<file path="config.mk">
export PLATFORM = sky130hd
export DESIGN_NAME = ballot_unit_flat
export DESIGN_NICKNAME = d
export VERILOG_FILES = /design/src/rtl/vote_pkg.sv /design/src/rtl/ballot_unit_if.sv /design/src/rtl/btn_sync.sv /design/src/rtl/ballot_unit.sv /design/src/flat_wrapper.sv
export SDC_FILE = /design/constraint.sdc
export NUM_CORES = 1
export LEC_CHECK = 0
export CORE_AREA = 2 2 87 89
export DETAILED_ROUTE_END_ITERATION = 7
export DIE_AREA = 0 0 89 91
export PLACE_DENSITY_LB_ADDON = 0.1
export SYNTH_ARGS = -nofsm -noshare
export SYNTH_HDL_FRONTEND = slang
export SYNTH_SLANG_ARGS = --single-unit
</file>
<file path="constraint.sdc">
create_clock -name clk -period 7.8 [get_ports clk]
set_input_delay 1.17 -clock clk [delete_from_list [all_inputs] [get_ports clk]]
set_output_delay 1.17 -clock clk [all_outputs]
set_load 0.01 [all_outputs]
</file>
<file path="src/rtl/vote_pkg.sv">
// Shared voting types, widths and button decode helpers; purely combinational.
// No latency, no backpressure: reused by the voting machine side.
package vote_pkg;
  localparam int CODE_W   = 4;
  localparam int CNT_W    = 12;
  localparam int NUM_CAND = 15;

  localparam logic [CNT_W-1:0]    VOTES_MAX = '1;
  localparam logic [NUM_CAND-1:0] BTN_ONE   = NUM_CAND'(1);

  typedef enum logic [2:0] {
    IDLE,
    ARMED,
    DEBOUNCE,
    CAST,
    HOLD,
    RELEASE
  } state_e;

  function automatic logic btn_single(input logic [NUM_CAND-1:0] b);
    return (b != '0) && ((b & (b - BTN_ONE)) == '0);
  endfunction

  function automatic logic btn_multi(input logic [NUM_CAND-1:0] b);
    return (b & (b - BTN_ONE)) != '0;
  endfunction

  // Candidate code of the highest pressed button; only meaningful for a single press.
  function automatic logic [CODE_W-1:0] btn_code(input logic [NUM_CAND-1:0] b);
    logic [CODE_W-1:0] c;
    c = '0;
    for (int k = 0; k < NUM_CAND; k++) begin
      if (b[k]) c = CODE_W'(k + 1);
    end
    return c;
  endfunction
endpackage

</file>
<file path="src/rtl/ballot_unit_if.sv">
// Officer/voter inputs and machine-facing outputs of the ballot unit.
// Plain wires, no latency; the unit never stalls its inputs.
interface ballot_unit_if;
  import vote_pkg::*;

  logic                Ballot_en;
  logic                Close;
  logic [NUM_CAND-1:0] btn;
  logic                Ballot;
  logic [CODE_W-1:0]   IN;
  logic                armed;
  logic                err;
  logic                timeout;
  logic [CNT_W-1:0]    votes;

  modport master (
    output Ballot_en, Close, btn,
    input  Ballot, IN, armed, err, timeout, votes
  );

  modport slave (
    input  Ballot_en, Close, btn,
    output Ballot, IN, armed, err, timeout, votes
  );
endinterface

</file>
<file path="src/rtl/btn_sync.sv">
// Parameterized-width two-flop synchronizer with asynchronous clear.
// Latency 2 cycles, no backpressure.
module btn_sync #(
  parameter int WIDTH = 1
) (
  input  logic             clk,
  input  logic             rst,
  input  logic [WIDTH-1:0] d_i,
  output logic [WIDTH-1:0] q_o
);
  logic [WIDTH-1:0] meta_q;
  logic [WIDTH-1:0] sync_q;

  always_ff @(posedge clk or posedge rst) begin
    if (rst) begin
      meta_q <= '0;
      sync_q <= '0;
    end else begin
      meta_q <= d_i;
      sync_q <= meta_q;
    end
  end

  assign q_o = sync_q;
endmodule

</file>
<file path="src/rtl/ballot_unit.sv">
// Arms on an officer edge, debounces one candidate button, strobes one vote, then holds and releases.
// Inputs see 2 cycles of synchronizer latency; no backpressure, the machine must accept every strobe.
module ballot_unit
  import vote_pkg::*;
#(
  parameter int DB_CYCLES      = 16,
  parameter int HOLD_CYCLES    = 4,
  parameter int TIMEOUT_CYCLES = 1024
) (
  input logic          clk,
  input logic          Power,
  ballot_unit_if.slave bus
);
  localparam logic [7:0]  DB_LAST   = 8'(DB_CYCLES - 1);
  localparam logic [7:0]  HOLD_LAST = 8'(HOLD_CYCLES - 1);
  localparam logic [15:0] TMO_LAST  = 16'(TIMEOUT_CYCLES - 1);

  logic                be_s;
  logic [NUM_CAND-1:0] btn_s;

  btn_sync #(.WIDTH(NUM_CAND + 1)) u_sync (
    .clk (clk),
    .rst (Power),
    .d_i ({bus.Ballot_en, bus.btn}),
    .q_o ({be_s, btn_s})
  );

  state_e            state_q, state_d;
  logic [7:0]        cnt_q, cnt_d;
  logic [15:0]       tmo_q, tmo_d;
  logic [CODE_W-1:0] code_q, code_d;
  logic              err_q, err_d;
  logic              timeout_q, timeout_d;
  logic [CNT_W-1:0]  votes_q, votes_d;
  logic [1:0]        prime_q;
  logic              be_prev_q;
  logic              be_rise;

  // prev starts high and edges are ignored until the synchronizer has filled,
  // so an enable held high across reset never looks like a fresh edge.
  assign be_rise = prime_q[1] & be_s & ~be_prev_q;

  always_ff @(posedge clk or posedge Power) begin
    if (Power) begin
      state_q   <= IDLE;
      cnt_q     <= '0;
      tmo_q     <= '0;
      code_q    <= '0;
      err_q     <= 1'b0;
      timeout_q <= 1'b0;
      votes_q   <= '0;
      prime_q   <= '0;
      be_prev_q <= 1'b1;
    end else begin
      state_q   <= state_d;
      cnt_q     <= cnt_d;
      tmo_q     <= tmo_d;
      code_q    <= code_d;
      err_q     <= err_d;
      timeout_q <= timeout_d;
      votes_q   <= votes_d;
      prime_q   <= {prime_q[0], 1'b1};
      be_prev_q <= prime_q[1] ? be_s : 1'b1;
    end
  end

  always_comb begin
    state_d   = state_q;
    cnt_d     = cnt_q;
    tmo_d     = tmo_q;
    code_d    = code_q;
    err_d     = err_q;
    timeout_d = 1'b0;
    votes_d   = votes_q;
    case (state_q)
      IDLE: begin
        err_d = 1'b0;
        if (be_rise && !bus.Close && (btn_s == '0)) begin
          state_d = ARMED;
          tmo_d   = '0;
          cnt_d   = '0;
        end
      end
      ARMED, DEBOUNCE: begin
        if (bus.Close) begin
          state_d = IDLE;
        end else if (tmo_q == TMO_LAST) begin
          state_d   = RELEASE;
          timeout_d = 1'b1;
          cnt_d     = '0;
        end else begin
          tmo_d = tmo_q + 16'd1;
          if (state_q == ARMED) begin
            if (btn_multi(btn_s)) err_d = 1'b1;
            if (btn_single(btn_s)) begin
              state_d = DEBOUNCE;
              code_d  = btn_code(btn_s);
              cnt_d   = '0;
            end
          end else if (!(btn_single(btn_s) && (btn_code(btn_s) == code_q))) begin
            state_d = ARMED;
            cnt_d   = '0;
          end else if (cnt_q == DB_LAST) begin
            state_d = CAST;
          end else begin
            cnt_d = cnt_q + 8'd1;
          end
        end
      end
      CAST: begin
        state_d = HOLD;
        cnt_d   = '0;
        if (votes_q != VOTES_MAX) votes_d = votes_q + CNT_W'(1);
      end
      HOLD: begin
        if (cnt_q == HOLD_LAST) begin
          state_d = RELEASE;
          cnt_d   = '0;
        end else begin
          cnt_d = cnt_q + 8'd1;
        end
      end
      RELEASE: begin
        if (btn_s != '0) begin
          cnt_d = '0;
        end else if (cnt_q == 8'd1) begin
          state_d = IDLE;
          err_d   = 1'b0;
        end else begin
          cnt_d = cnt_q + 8'd1;
        end
      end
      default: state_d = IDLE;
    endcase
  end

  assign bus.Ballot  = (state_q == CAST);
  assign bus.IN      = ((state_q == CAST) || (state_q == HOLD)) ? code_q : '0;
  assign bus.armed   = (state_q == ARMED) || (state_q == DEBOUNCE);
  assign bus.err     = err_q;
  assign bus.timeout = timeout_q;
  assign bus.votes   = votes_q;
endmodule

</file>
<file path="src/flat_wrapper.sv">
// flat-port wrapper written by rule: the top's interface ports become plain ports
module ballot_unit_flat import vote_pkg::*;
#(
  parameter int DB_CYCLES      = 16,
  parameter int HOLD_CYCLES    = 4,
  parameter int TIMEOUT_CYCLES = 1024
)
  (clk, Power, bus_Ballot_en, bus_Close, bus_btn, bus_Ballot, bus_IN, bus_armed, bus_err, bus_timeout, bus_votes);
  ballot_unit_if bus_i ();
  input logic clk;
  input logic Power;
  input wire logic [$bits(bus_i.Ballot_en)-1:0] bus_Ballot_en;
  input wire logic [$bits(bus_i.Close)-1:0] bus_Close;
  input wire logic [$bits(bus_i.btn)-1:0] bus_btn;
  output wire logic [$bits(bus_i.Ballot)-1:0] bus_Ballot;
  output wire logic [$bits(bus_i.IN)-1:0] bus_IN;
  output wire logic [$bits(bus_i.armed)-1:0] bus_armed;
  output wire logic [$bits(bus_i.err)-1:0] bus_err;
  output wire logic [$bits(bus_i.timeout)-1:0] bus_timeout;
  output wire logic [$bits(bus_i.votes)-1:0] bus_votes;
  assign bus_i.Ballot_en = bus_Ballot_en;
  assign bus_i.Close = bus_Close;
  assign bus_i.btn = bus_btn;
  assign bus_Ballot = bus_i.Ballot;
  assign bus_IN = bus_i.IN;
  assign bus_armed = bus_i.armed;
  assign bus_err = bus_i.err;
  assign bus_timeout = bus_i.timeout;
  assign bus_votes = bus_i.votes;
  ballot_unit #(.DB_CYCLES(DB_CYCLES), .HOLD_CYCLES(HOLD_CYCLES), .TIMEOUT_CYCLES(TIMEOUT_CYCLES)) u_core (.clk(clk), .Power(Power), .bus(bus_i));
endmodule
</file>
==> qor.txt <==
worst min path class = reg2reg
I/O Buffers = 38
DP Cell Count = 496
CTS Buf Count = 9
wire length per cell = 14.3 um
Post-CTS Hold Buffers = 0
CP Capture Type = output port
unique cell type count in the Yosys netlist = 66
clk_lat worst skew = 350 ps
Max Fanout on Critical Path = 10
Pwr Total = 0.939 mW
die area = 0.00810 mm2
postcts setup bufs = 0
Seq cells post-synth = 80
RSZ-0062 raised after global routing = false
WP data required = 6630 ps
worst slew pin tran = 1030 ps
Startpoint Class = flip-flop
CTS resizes = 0
M1 wire length = 3.51 mm
CTS H-tree depth = 3
final WL = 7.33 mm
syn_nets = 391
first-pass GRT wire length = 12.4 mm
Antenna Nets Post-Route = 0
routed wl met3 = 195 um
Core ar. = 0.00714 mm2
layout cells sized above 1 = 8.98%
Total Neg Setup Slack = 0 ps
number of flops mapped to enable cells by yosys = 0
Fin Hold WS = 347 ps
site row count = 31
Post-synth ARST share = 100%
CTS tree = done
maximum vdd drop = 0.000124 V
P&R area growth vs syn = 16.7%
die height = 91 um
initial DRC count = 216
clock-pin slew on the worst setup and hold paths = 80 ps
initial antenna violation count = 0
outcome = complete, no violations
most frequent cells in the layout = dfrtp_1, nor2_1, clkdlybuf4s50_1
post-synthesis sequential area ratio = 51.8%
Pre-antenna DRT Iters = 4
Setup Slack @ Placement = 4210 ps
ys flop type = dfrtp_1
placer congestion estimate = 0.828
chip width = 89 um
Final Hold Vio Count = 0
Via density = 5.60
post-DP HPWL = 5.08 mm
PwrDens = 208 mW/mm2
gr ovfl total = 0
min cycle time layout = 3600 ps
syn avg cell area = 10.5 um2
initial cell density of the core = 54.1%
vias in the first global route = 2,772
most common cell after layout, fill and taps aside = dfrtp_1
final setup fails = 0
DRC errors left = 0
Final Max Tran Viols = 0
critical path class = reg2out
Setup Skew = 11.7 ps
final setup margin = 4200 ps
total number of vias = 2,861
Max Freq = 277 MHz
I/O pins = 39
metal2 WL = 3.53 mm
max_cap viols = 0
Tot GR Track Use = 19.7%
diodes inserted = 0
root buffer cell = clkbuf_8
Max Buffers Root-to-Sink = 2
LEAKAGE = 1.87 nW
flop-to-flop setup slack = 4560 ps
pin count of the biggest net entering global routing = 81
post-synth design cell area = 0.00386 mm2
total clock sinks = 80
Ys Warns = 0
Final Non-Filler Cells = 511
crit share post-route = 46.2%
Slew headroom = 29.6%
top sig layer = met4
fin nets = 431
Post-Syn Instances = 368
Critical Path AT = 2430 ps
==> stage by stage <==
| step | cell area [um2] | utilization [%] |
|---|---|---|
| final | 4510 | 63.2 |
| after global routing | 4510 | 63.2 |
| after CTS | 4510 | 63.2 |
| after detailed placement | 4290 | 60.1 |
| after global placement | 4290 | 60.1 |
| after floorplan | 3860 | - |
==> worst max-delay path: stages (launching register included) <==
cell	delay, ps
dfrtp_1	490
inv_1	240
nand2_1	180
nor2_1	320
a21oi_1	160
nor2b_1	140
clkdlybuf4s50_1	550
==> state kept, by name, indices dropped and copies added (netlist names) <==
signal	cells
u_core.be_prev_q	1
u_core.bus.err	1
u_core.bus.timeout	1
u_core.bus.votes	12
u_core.cnt_q	8
u_core.code_q	4
u_core.prime_q	2
u_core.state_q	3
u_core.tmo_q	16
u_core.u_sync.meta_q	16
u_core.u_sync.q_o	16
==> layout make-up <==
class / instances / area [um2]
clock buffer: 10 / 138
clock inverter: 5 / 81.3
fill: 626 / 2630
inverter: 14 / 52.6
multi-input combinational: 263 / 1710
sequential: 80 / 2000
tap: 99 / 124
timing repair buffer: 40 / 395
==> report_power, final <==
group	switching [mW]	internal (mW)	total, mW
sequential	0.0337	0.441	0.474
combinational	0.0723	0.0585	0.131
clock	0.146	0.187	0.333
==> final timing paths <==
| kind | from | to | cells past startpoint |
|---|---|---|---|
| max | u_core.state_q[2] | bus_IN[2] | 6 |
| min | u_core.u_sync.meta_q[4] | u_core.u_sync.q_o[4] | 0 |
| max reg2reg | u_core.u_sync.q_o[3] | u_core.tmo_q[15] | 8 |
| min reg2reg | u_core.u_sync.meta_q[4] | u_core.u_sync.q_o[4] | 0 |
| max in group asynchronous | Power | u_core.cnt_q[5] | 3 |
| min in group asynchronous | Power | u_core.u_sync.meta_q[9] | 3 |
==> logic make-up (layout without fill, tap and decap cells) <==
kind of cell / count (synthesis) / count (layout) / synth area share, %
mux: 5 / 5 / 1.42
compound gates: 69 / 69 / 13.1
buf+inv: 25 / 69 / 3.79
other cells: 1 / 1 / 0.0971
simple gates: 156 / 156 / 22.2
flops: 80 / 80 / 51.8
fa+ha+maj: 4 / 4 / 1.30
xor+xnor: 28 / 28 / 6.35
==> routing by layer <==
metal,global-route usage (%),vias to the layer above
met2,31.5,53
met1,26.4,1393
met3,3.27,8
met5,0,-
li1,-,1407
met4,7.96,0
==> cells in the mapped netlist, types with 2 or more instances <==
cell | count | area share, %
dfrtp_1 | 79 | 51
nor2_1 | 40 | 3.9
xnor2_1 | 23 | 5.2
nand2_1 | 19 | 1.8
nor3_1 | 19 | 2.5
o21ai_0 | 16 | 2.1
a21oi_1 | 14 | 1.8
inv_1 | 14 | 1.4
nor4_1 | 12 | 1.9
nand3_1 | 11 | 1.4
nand4_1 | 10 | 1.6
nor2b_1 | 8 | 1.3
a211oi_1 | 7 | 1.4
and3_1 | 7 | 1.1
a22o_1 | 6 | 1.4
and2b_1 | 6 | 1.2
xor2_1 | 5 | 1.1
buf_6 | 4 | 1.2
ha_1 | 4 | 1.3
mux2_2 | 4 | 1.2
or4_1 | 4 | 0.78
clkbuf_1 | 3 | 0.29
or2_2 | 3 | 0.49
a31oi_1 | 2 | 0.32
and4_2 | 2 | 0.52
nand2b_1 | 2 | 0.32
o2111ai_1 | 2 | 0.45
o21bai_1 | 2 | 0.39
o31ai_1 | 2 | 0.39
or3_1 | 2 | 0.32
Note: power is estimated with default switching activity, not from simulation.
